--- src/rtl/mem_lsu.sv ---
// -----------------------------------------------------------------------------
// mem_lsu
//   MEM-stage load/store unit. Takes the access held in the EX/MEM register,
//   runs it on a req/gnt/rvalid data bus and returns the lane-selected,
//   sign/zero-extended load result to MEM/WB. lsu_stall holds the pipeline
//   until the access completes; misaligned or illegal accesses raise a
//   one-cycle lsu_fault instead of touching the bus.
//
// Ports
//   clk, rst        clock (rising edge), asynchronous active-low reset
//   me_mem_read     load in MEM stage (wins over me_mem_write)
//   me_mem_write    store in MEM stage
//   me_funct3       RV32I access size/sign
//   me_addr         effective byte address
//   me_wdata        store data, LSB aligned
//   me_mem_data     registered, formatted load result
//   lsu_stall       pipeline hold
//   lsu_fault       1-cycle fault pulse
//   dbus_*          data bus request side / response side
// -----------------------------------------------------------------------------
module mem_lsu #(
  parameter logic [31:0] RESET_DATA = 32'h0
) (
  input  logic        clk,
  input  logic        rst,
  input  logic        me_mem_read,
  input  logic        me_mem_write,
  input  logic [2:0]  me_funct3,
  input  logic [31:0] me_addr,
  input  logic [31:0] me_wdata,
  output logic [31:0] me_mem_data,
  output logic        lsu_stall,
  output logic        lsu_fault,
  output logic        dbus_req,
  output logic        dbus_we,
  output logic [3:0]  dbus_be,
  output logic [31:0] dbus_addr,
  output logic [31:0] dbus_wdata,
  input  logic        dbus_gnt,
  input  logic        dbus_rvalid,
  input  logic [31:0] dbus_rdata
);

  typedef enum logic [1:0] {
    S_IDLE,
    S_REQ,
    S_WAIT,
    S_DONE
  } state_t;

  state_t      state;
  logic        is_load_q;
  logic [2:0]  f3_q;
  logic [1:0]  off_q;

  logic        acc_valid;
  logic        legal_f3;
  logic        misaligned;
  logic        acc_fault;
  logic        start;
  logic [3:0]  be_n;
  logic [31:0] wdata_n;
  logic [7:0]  lane_b;
  logic [15:0] lane_h;
  logic [31:0] load_fmt;

  // Access decode in IDLE; a set read masks a simultaneous write.
  always_comb begin
    acc_valid = me_mem_read | me_mem_write;
    legal_f3  = 1'b0;
    if (me_mem_read) begin
      case (me_funct3)
        3'b000, 3'b001, 3'b010, 3'b100, 3'b101: legal_f3 = 1'b1;
        default:                                legal_f3 = 1'b0;
      endcase
    end else begin
      case (me_funct3)
        3'b000, 3'b001, 3'b010: legal_f3 = 1'b1;
        default:                legal_f3 = 1'b0;
      endcase
    end
    misaligned = ((me_funct3[1:0] == 2'b01) && me_addr[0]) ||
                 ((me_funct3[1:0] == 2'b10) && (me_addr[1:0] != 2'b00));
    acc_fault  = acc_valid && (!legal_f3 || misaligned);
    start      = (state == S_IDLE) && acc_valid && !acc_fault;
  end

  // Stall is combinational so the issuing cycle already holds the pipeline;
  // forced low while reset is asserted.
  always_comb begin
    lsu_stall = rst && (start || (state == S_REQ) || (state == S_WAIT));
  end

  // Store lane placement; loads always request the full word.
  always_comb begin
    be_n    = 4'b1111;
    wdata_n = me_wdata;
    if (!me_mem_read) begin
      case (me_funct3[1:0])
        2'b00: begin
          be_n    = 4'b0001 << me_addr[1:0];
          wdata_n = {4{me_wdata[7:0]}};
        end
        2'b01: begin
          be_n    = 4'b0011 << me_addr[1:0];
          wdata_n = {2{me_wdata[15:0]}};
        end
        default: ;
      endcase
    end
  end

  // Load lane select and extension, driven by the latched access.
  always_comb begin
    case (off_q)
      2'd0:    lane_b = dbus_rdata[7:0];
      2'd1:    lane_b = dbus_rdata[15:8];
      2'd2:    lane_b = dbus_rdata[23:16];
      default: lane_b = dbus_rdata[31:24];
    endcase
    lane_h = off_q[1] ? dbus_rdata[31:16] : dbus_rdata[15:0];
    case (f3_q)
      3'b000:  load_fmt = {{24{lane_b[7]}}, lane_b};
      3'b001:  load_fmt = {{16{lane_h[15]}}, lane_h};
      3'b100:  load_fmt = {24'h0, lane_b};
      3'b101:  load_fmt = {16'h0, lane_h};
      default: load_fmt = dbus_rdata;
    endcase
  end

  always_ff @(posedge clk or negedge rst) begin
    if (!rst) begin
      state       <= S_IDLE;
      is_load_q   <= 1'b0;
      f3_q        <= '0;
      off_q       <= '0;
      me_mem_data <= RESET_DATA;
      lsu_fault   <= 1'b0;
      dbus_req    <= 1'b0;
      dbus_we     <= 1'b0;
      dbus_be     <= '0;
      dbus_addr   <= '0;
      dbus_wdata  <= '0;
    end else begin
      lsu_fault <= 1'b0;
      case (state)
        S_IDLE: begin
          if (start) begin
            is_load_q  <= me_mem_read;
            f3_q       <= me_funct3;
            off_q      <= me_addr[1:0];
            dbus_req   <= 1'b1;
            dbus_we    <= !me_mem_read;
            dbus_be    <= be_n;
            dbus_addr  <= {me_addr[31:2], 2'b00};
            dbus_wdata <= wdata_n;
            state      <= S_REQ;
          end else if (acc_fault) begin
            lsu_fault <= 1'b1;
            if (me_mem_read) me_mem_data <= RESET_DATA;
          end
        end
        S_REQ: begin
          if (dbus_gnt) begin
            dbus_req <= 1'b0;
            if (!is_load_q) begin
              state <= S_DONE;
            end else if (dbus_rvalid) begin
              // Zero-latency response arrives together with the grant.
              me_mem_data <= load_fmt;
              state       <= S_DONE;
            end else begin
              state <= S_WAIT;
            end
          end
        end
        S_WAIT: begin
          if (dbus_rvalid) begin
            me_mem_data <= load_fmt;
            state       <= S_DONE;
          end
        end
        default: state <= S_IDLE;
      endcase
    end
  end

endmodule

--- config.mk ---
export PLATFORM = sky130hd
export DESIGN_NAME = mem_lsu
export DESIGN_NICKNAME = d
export VERILOG_FILES = /design/src/rtl/mem_lsu.sv
export SDC_FILE = /design/constraint.sdc
export NUM_CORES = 1
export LEC_CHECK = 0
export CAP_MARGIN = 10
export CORE_UTILIZATION = 44
export CTS_BUF_LIST = sky130_fd_sc_hd__clkbuf_8
export CTS_CLUSTER_DIAMETER = 50
export DETAILED_ROUTE_END_ITERATION = 16
export GPL_TIMING_DRIVEN = 0
export PLACE_DENSITY_LB_ADDON = 0.08
export SLEW_MARGIN = 20
export SYNTH_ARGS = -nofsm -noshare
export SYNTH_HDL_FRONTEND = slang
export SYNTH_SLANG_ARGS = --single-unit
--- constraint.sdc ---
create_clock -name clk -period 2.9 [get_ports clk]
set_clock_uncertainty 0.05 [all_clocks]
set_input_delay 0.58 -clock clk [delete_from_list [all_inputs] [get_ports clk]]
set_output_delay 0.58 -clock clk [all_outputs]
set_load 0.1 [all_outputs]
Word level (Yosys, flattened, before mapping)

Cells that the tools add are included.

Muxes and demuxes: 29
Reduce and logical (&&, ||, !) cells: 27
Bitwise logic cells: 1
Shifts and indexed selects: 2
Equality and inequality tests: 20

Operator list:

| operator             | number |
|---|---|
| $mux W32             | 7 |
| $pmux W32 S4         | 1 |
| $pmux W32 S3         | 1 |
| $pmux W32 S2         | 1 |
| $pmux W8 S3          | 1 |
| $mux W16             | 1 |
| $ne A2 B2 Y1 const B | 7 |
| $eq A3 B3 Y1 const B | 4 |
| $mux W1              | 10 |
| $pmux W4 S2          | 1 |
| $eq A2 B1 Y1 const B | 3 |
| $eq A2 B2 Y1 const B | 3 |
| $eq A3 B1 Y1 const B | 2 |
| $logic_and A1 B1 Y1  | 6 |
| $logic_not A2 Y1     | 3 |
| $logic_not A3 Y1     | 2 |
| $mux W2              | 3 |
| $pmux W2 S3          | 1 |
| $reduce_and A3 Y1    | 2 |
| $reduce_and A6 Y1    | 1 |
| $reduce_or A5 Y1     | 1 |
| $logic_or A1 B1 Y1   | 4 |
| $mux W4              | 1 |
| $reduce_bool A2 Y1   | 2 |
| other kinds (9)      | 11 |

Register bits after elaboration: 109
Bits of input ports: 105
Output and inout bits: 104
Logic and storage cells: 90

Logic depth before layout (Yosys ltp)

Depth after elaboration: 12
Gate-level depth with buffers: 9
Mapped depth without buffers: 6

Worst setup path before layout

OpenSTA, ideal clock, no wires.

Path kind: in2out
Start: input me_funct3[0]
End: output lsu_stall
Data required time: 2.270 ns
Slack: -0.206 ns
Stages on the path: 6
Arrival: 2.476 ns
Path buffers: 2
Cells stage by stage: or4_4 > o21a_4 > nor2_8 > buf_12 > buf_12 > o31a_1

Cells in the longest elaborated chain, start to end: 12
Elaborated cells on any way between the ends: 23
Those cells by class: eq/ne: 6; mux: 3; reduce/logical: 14

Ends and longest elaborated chain:

| element                                              | line   | text |
|---|---|---|
| start, declared                                      | 28     | `input logic [2:0] me_funct3,` |
| $eq A3 B1 Y1, or another cell as far along           | 72, 77 |  |
| $reduce_or A5 Y1 or $reduce_or A3 Y1 (tied branches) | 72, 77 |  |
| $mux W1, on equally long branches                    | 72, 77 |  |
| $mux W1                                              | 71     | `if (me_mem_read) begin` |
| $logic_not A1 Y1                                     | 84     | `acc_fault = acc_valid && (!legal_f3 \|\| misaligned);` |
| $logic_or A1 B1 Y1 (*)                               | 84     |  |
| $logic_and A1 B1 Y1 (*)                              | 84     |  |
| $logic_not A1 Y1 (*)                                 | 85     | `start = (state == S_IDLE) && acc_valid && !acc_fault;` |
| $logic_and A1 B1 Y1 (*)                              | 85     |  |
| $logic_or A1 B1 Y1 (*) (2 in a row)                  | 91     | `lsu_stall = rst && (start \|\| (state == S_REQ) \|\| (state == S_WAIT));` |
| $logic_and A1 B1 Y1 (*)                              | 91     |  |
| end, declared                                        | 32     | `output logic lsu_stall,` |

Mark *: on every way between the ends. The rest lies on a longest branch, timed or not.

Worst setup path in the final report

Start: input me_funct3[2]
End: output lsu_stall

Cells in the longest elaborated chain, start to end: 12
Elaborated cells on any way between the ends: 18
Those cells by class: eq/ne: 4; mux: 3; reduce/logical: 11

Ends and longest elaborated chain:

| element                                              | line |
|---|---|
| $eq A3 B1 Y1, or another cell as far along           | 72, 77 |
| $reduce_or A5 Y1 or $reduce_or A3 Y1 (tied branches) | 72, 77 |
| $mux W1, on equally long branches                    | 72, 77 |
| $mux W1 (*)                                          | 71 |
| $logic_not A1 Y1 (*)                                 | 84 |
| $logic_or A1 B1 Y1 (*)                               | 84 |
| $logic_and A1 B1 Y1 (*)                              | 84 |
| $logic_not A1 Y1 (*)                                 | 85 |
| $logic_and A1 B1 Y1 (*)                              | 85 |
| $logic_or A1 B1 Y1 (*) (2 in a row)                  | 91 |
| $logic_and A1 B1 Y1 (*)                              | 91 |

Marked as above.

==> tab_implementation.tex <==
\begin{tabular}{lr}
\hline
Metric & Value \\
\hline
\multicolumn{2}{l}{\textbf{Floorplanning}} \\
I/O pin total & between 200 and 250 \\
Vertical extent of the die & 115 um \\
FP Rows & 40 \\
Width of the chip & 115 um \\
Starting utilization of the core area & 45.8\% \\
Die Area & 13100 sq um \\
Placeable core region & 12200 sq um \\
\multicolumn{2}{l}{\textbf{Worst setup path}} \\
Nature of the critical path startpoint & input pin \\
Top fanout value on the critical path & 11 \\
CP Launch Point & me\_funct3[2] \\
CP most frequent cell & sky130\_fd\_sc\_hd\_\_buf\_12 \\
Beginning of the worst register-to-register path & state[1] \\
Kind of end point of the critical path & output port \\
Cell breakdown of the critical path & dlygate4sd2\_1, or4\_4, o21a\_4, nor2\_8, buf\_12, o31a\_4, buf\_12 \\
Worst path max stage delay & 0.56 ns \\
Max stage delay cell, worst path & sky130\_fd\_sc\_hd\_\_or4\_4 \\
Signal arrival time at the worst endpoint & 2.18 ns \\
Data required time of the critical path & 2.27 ns \\
Critical path class & in -> out \\
\multicolumn{2}{l}{\textbf{Yosys}} \\
Share of the yosys chip area belonging to registers & 48.9\% \\
Number of synthesized flops with an enable pin & 0 \\
List of most frequent post-synthesis cells & sky130\_fd\_sc\_hd\_\_dfrtp\_1, sky130\_fd\_sc\_hd\_\_mux2\_2, sky130\_fd\_sc\_hd\_\_o21ai\_0, sky130\_fd\_sc\_hd\_\_mux2i\_1, sky130\_fd\_sc\_hd\_\_nand2\_1 \\
Largest area contributor in the synthesized netlist & sky130\_fd\_sc\_hd\_\_dfrtp\_1 \\
Share of the synthesized area in the top cell type & 48.9\% \\
Number of cells produced by synthesis & 488 \\
Top area cells in the synthesized netlist & sky130\_fd\_sc\_hd\_\_dfrtp\_1, sky130\_fd\_sc\_hd\_\_mux2\_2, sky130\_fd\_sc\_hd\_\_o21ai\_0 \\
Post-synthesis average cell area & 11.4 sq um \\
Netlist area before placement & 5580 sq um \\
Share of flip-flops with an asynchronous set or reset & between 90\% and 100\% \\
Most frequent cell after synthesis & sky130\_fd\_sc\_hd\_\_dfrtp\_1 \\
Predominant post-synthesis flop cell & sky130\_fd\_sc\_hd\_\_dfrtp\_1 \\
Unique masters post-synth & 48 \\
Flip-flop and latch count after synthesis & approximately 110 \\
Synth Warn \# & 0 \\
\multicolumn{2}{l}{\textbf{Drt}} \\
First-pass detailed-route iteration total & 10 \\
Wire length reported by the detailed router & approximately 16000 um \\
Via count & 4871 \\
Mean number of vias per cell & around 5.5 \\
Iteration-0 DRC Markers & 282 \\
Post-DRT Antenna Nets & 0 \\
Routed len/inst & 18.0 um \\
DRC & 0 \\
\multicolumn{2}{l}{\textbf{CTS}} \\
Clock latency of the later-clocked register in the worst-skew pair & around 0.39 ns \\
CTS sink count & 109 \\
Cell at the root of the clock tree & sky130\_fd\_sc\_hd\_\_clkbuf\_8 \\
TritonCTS clock tree & done \\
Max Root-Sink Buffers & 2 \\
CTS H-Tree Depth & 3 \\
Total clock buffers created by CTS & 9 \\
Clock-pin transition on the worst setup and hold timing paths & $\sim$0.1 ns \\
Cts hold-fix bufs & 0 \\
\multicolumn{2}{l}{\textbf{Flow run}} \\
Max-cap viol count & 0 \\
\multicolumn{2}{l}{\textbf{Run status}} \\
Result of the run & finished, final reports clean \\
\multicolumn{2}{l}{\textbf{STA}} \\
Final critical-path required period & approximately 2.8 ns \\
Final slew viol count & 0 \\
Pin slew with the least headroom to its limit & 1.03 ns \\
Final Cycle Share & 97.0\% \\
Unrepaired setup endpoints after global routing & no \\
Max-slew headroom & between 30\% and 40\% \\
Final-report hold violation count & 0 \\
Maximum clock frequency & around 0.36 GHz \\
Setup violation total in the final timing report & 0 \\
\multicolumn{2}{l}{\textbf{GRT}} \\
Residual overflow from global routing & 0 \\
Number of global-route vias before repair & 4876 \\
Pin count of the biggest net entering global routing & 62 \\
Antenna violations before repair & 1 \\
Global-route usage over all layers & 24.7\% \\
First-pass GRT wire length & approximately 25000 um \\
\multicolumn{2}{l}{\textbf{Min path}} \\
Worst min-delay path class & in -> async \\
\multicolumn{2}{l}{\textbf{Place}} \\
Placed wire-length estimate after detailed placement & 11800 um \\
Number of instances in the placed design & $\sim$860 \\
Buffers on Ports & between 200 and 250 \\
GPL Wtd Cong & 0.896 \\
\multicolumn{2}{l}{\textbf{Cells and area}} \\
Number of filler instances in the final layout & 978 \\
Layout cells sized above 1 & 19.2\% \\
Final \#Nets & 824 \\
Fin cells & 887 \\
Layout area overhead & 46.3\% \\
Antenna Diode Count & 0 \\
\hline
\end{tabular}
[logic make-up after synthesis]
kind of cell | count (synthesis) | share of synthesized area [%]
DFF | 109 | 48.9
other | 1 | 0.0673
and+or+nand+nor | 92 | 9.22
buffers and inverters | 56 | 5.45
adders and majority gates | 4 | 0.898
AOI/OAI and AO/OA | 118 | 13.4
muxes | 108 | 22.0
[cells in the final DEF (no fill, tap or decap), types with 2 or more instances in the layout]
cell type,synthesis,final
sky130_fd_sc_hd__nor2_1,5,5
sky130_fd_sc_hd__buf_2,7,6
sky130_fd_sc_hd__and2_1,9,9
sky130_fd_sc_hd__a221oi_1,2,2
sky130_fd_sc_hd__clkdlybuf4s50_1,0,199
sky130_fd_sc_hd__o211ai_1,10,10
sky130_fd_sc_hd__or3b_1,2,2
sky130_fd_sc_hd__clkbuf_1,21,21
sky130_fd_sc_hd__o21ai_0,64,63
sky130_fd_sc_hd__nor2b_1,17,16
sky130_fd_sc_hd__buf_12,2,2
sky130_fd_sc_hd__dfrtp_1,109,109
sky130_fd_sc_hd__nand2_1,27,27
sky130_fd_sc_hd__buf_6,5,7
sky130_fd_sc_hd__a21o_1,2,2
sky130_fd_sc_hd__mux2_2,73,73
sky130_fd_sc_hd__clkbuf_8,0,9
sky130_fd_sc_hd__conb_1,1,2
sky130_fd_sc_hd__clkinv_4,0,3
sky130_fd_sc_hd__mux2_4,6,6
sky130_fd_sc_hd__a211oi_1,2,2
sky130_fd_sc_hd__o221ai_1,6,6
sky130_fd_sc_hd__ha_1,4,4
sky130_fd_sc_hd__a222oi_1,7,7
sky130_fd_sc_hd__a21oi_1,10,10
sky130_fd_sc_hd__dlygate4sd2_1,0,3
sky130_fd_sc_hd__nand4_1,16,16
sky130_fd_sc_hd__buf_4,4,14
sky130_fd_sc_hd__a31oi_1,5,5
sky130_fd_sc_hd__mux2i_1,27,27
sky130_fd_sc_hd__buf_1,2,2
sky130_fd_sc_hd__inv_1,15,15
sky130_fd_sc_hd__nand3_1,9,9
[routing by layer]
layer	vias up	GRT usage, %	wire, um
li1	2232	-	-
met1	2379	32.3	6700
met2	220	39.1	7490
met3	38	5.93	1330
met4	2	11.2	445
met5	-	0	16
[sequential cells by signal, summed over array words and instances (netlist names)]
register,flops
me_mem_data,32
lsu_fault,1
f3_q,3
dbus_req,1
dbus_wdata,32
off_q,2
is_load_q,1
dbus_addr,30
dbus_we,1
dbus_be,4
state,2
[path summary, 6_finish.rpt]
| kind | to | slack, ns | depth (start not counted) |
|---|---|---|---|
| worst min register to register | dbus_addr[11] | 0.46 | 1 |
| min in group clk | dbus_addr[11] | 0.46 | 1 |
| worst max-delay path | lsu_stall | 0.09 | 7 |
| worst max register to register | me_mem_data[8] | 0.56 | 7 |
| max in group asynchronous | dbus_addr[23] | 2.03 | 2 |
| worst min-delay path | dbus_wdata[2] | 0.10 | 1 |
[critical path, delay by kind of cell]
kind | cells | cell delay, ns
AOI/OAI and AO/OA | 2 | 0.30
buffers and inverters | 3 | 0.59
and+or+nand+nor | 2 | 0.70
[what timing repair did]
action                                  in CTS  in global routing
buffers inserted                             7                  2
gates resized for setup                     25                  3
pin swaps                                    2                  2
endpoints found under the setup margin       1                  1
[cell type report]
class                           instances  area (sq um)  share of cell area (%)
Timing Repair Buffer                  216          2160                    26.5
Multi-Input combinational cell        324          2570                    31.5
Clock inverter                          6          72.6                   0.890
Tap cell                              168           210                    2.58
Buffer                                 40           236                    2.90
Clock buffer                            9           124                    1.52
Sequential cell                       109          2730                    33.4
Inverter                               15          56.3                   0.690
[metrics by stage]
| step | instance area, sq um | setup WS [ns] | hold WS [ns] | util [%] | TNS (ns) |
|---|---|---|---|---|---|
| after floorplan | 5580 | 0.111 | 0.234 | - | 0 |
| after global placement | 7850 | -4.17 | 0.438 | 64.6 | -331.26 |
| after detailed placement | 7880 | -1.39 | 0.445 | 64.8 | -1.39 |
| after CTS | 8150 | 0.00679 | 0.123 | 67.0 | 0 |
| after global routing | 8160 | 0.0513 | 0.134 | 67.1 | 0 |
| final | 8160 | 0.0876 | 0.100 | 67.1 | 0 |
Power is not shown: default switching activity piles up to over one toggle a cycle in this logic, so the estimate is an artifact.
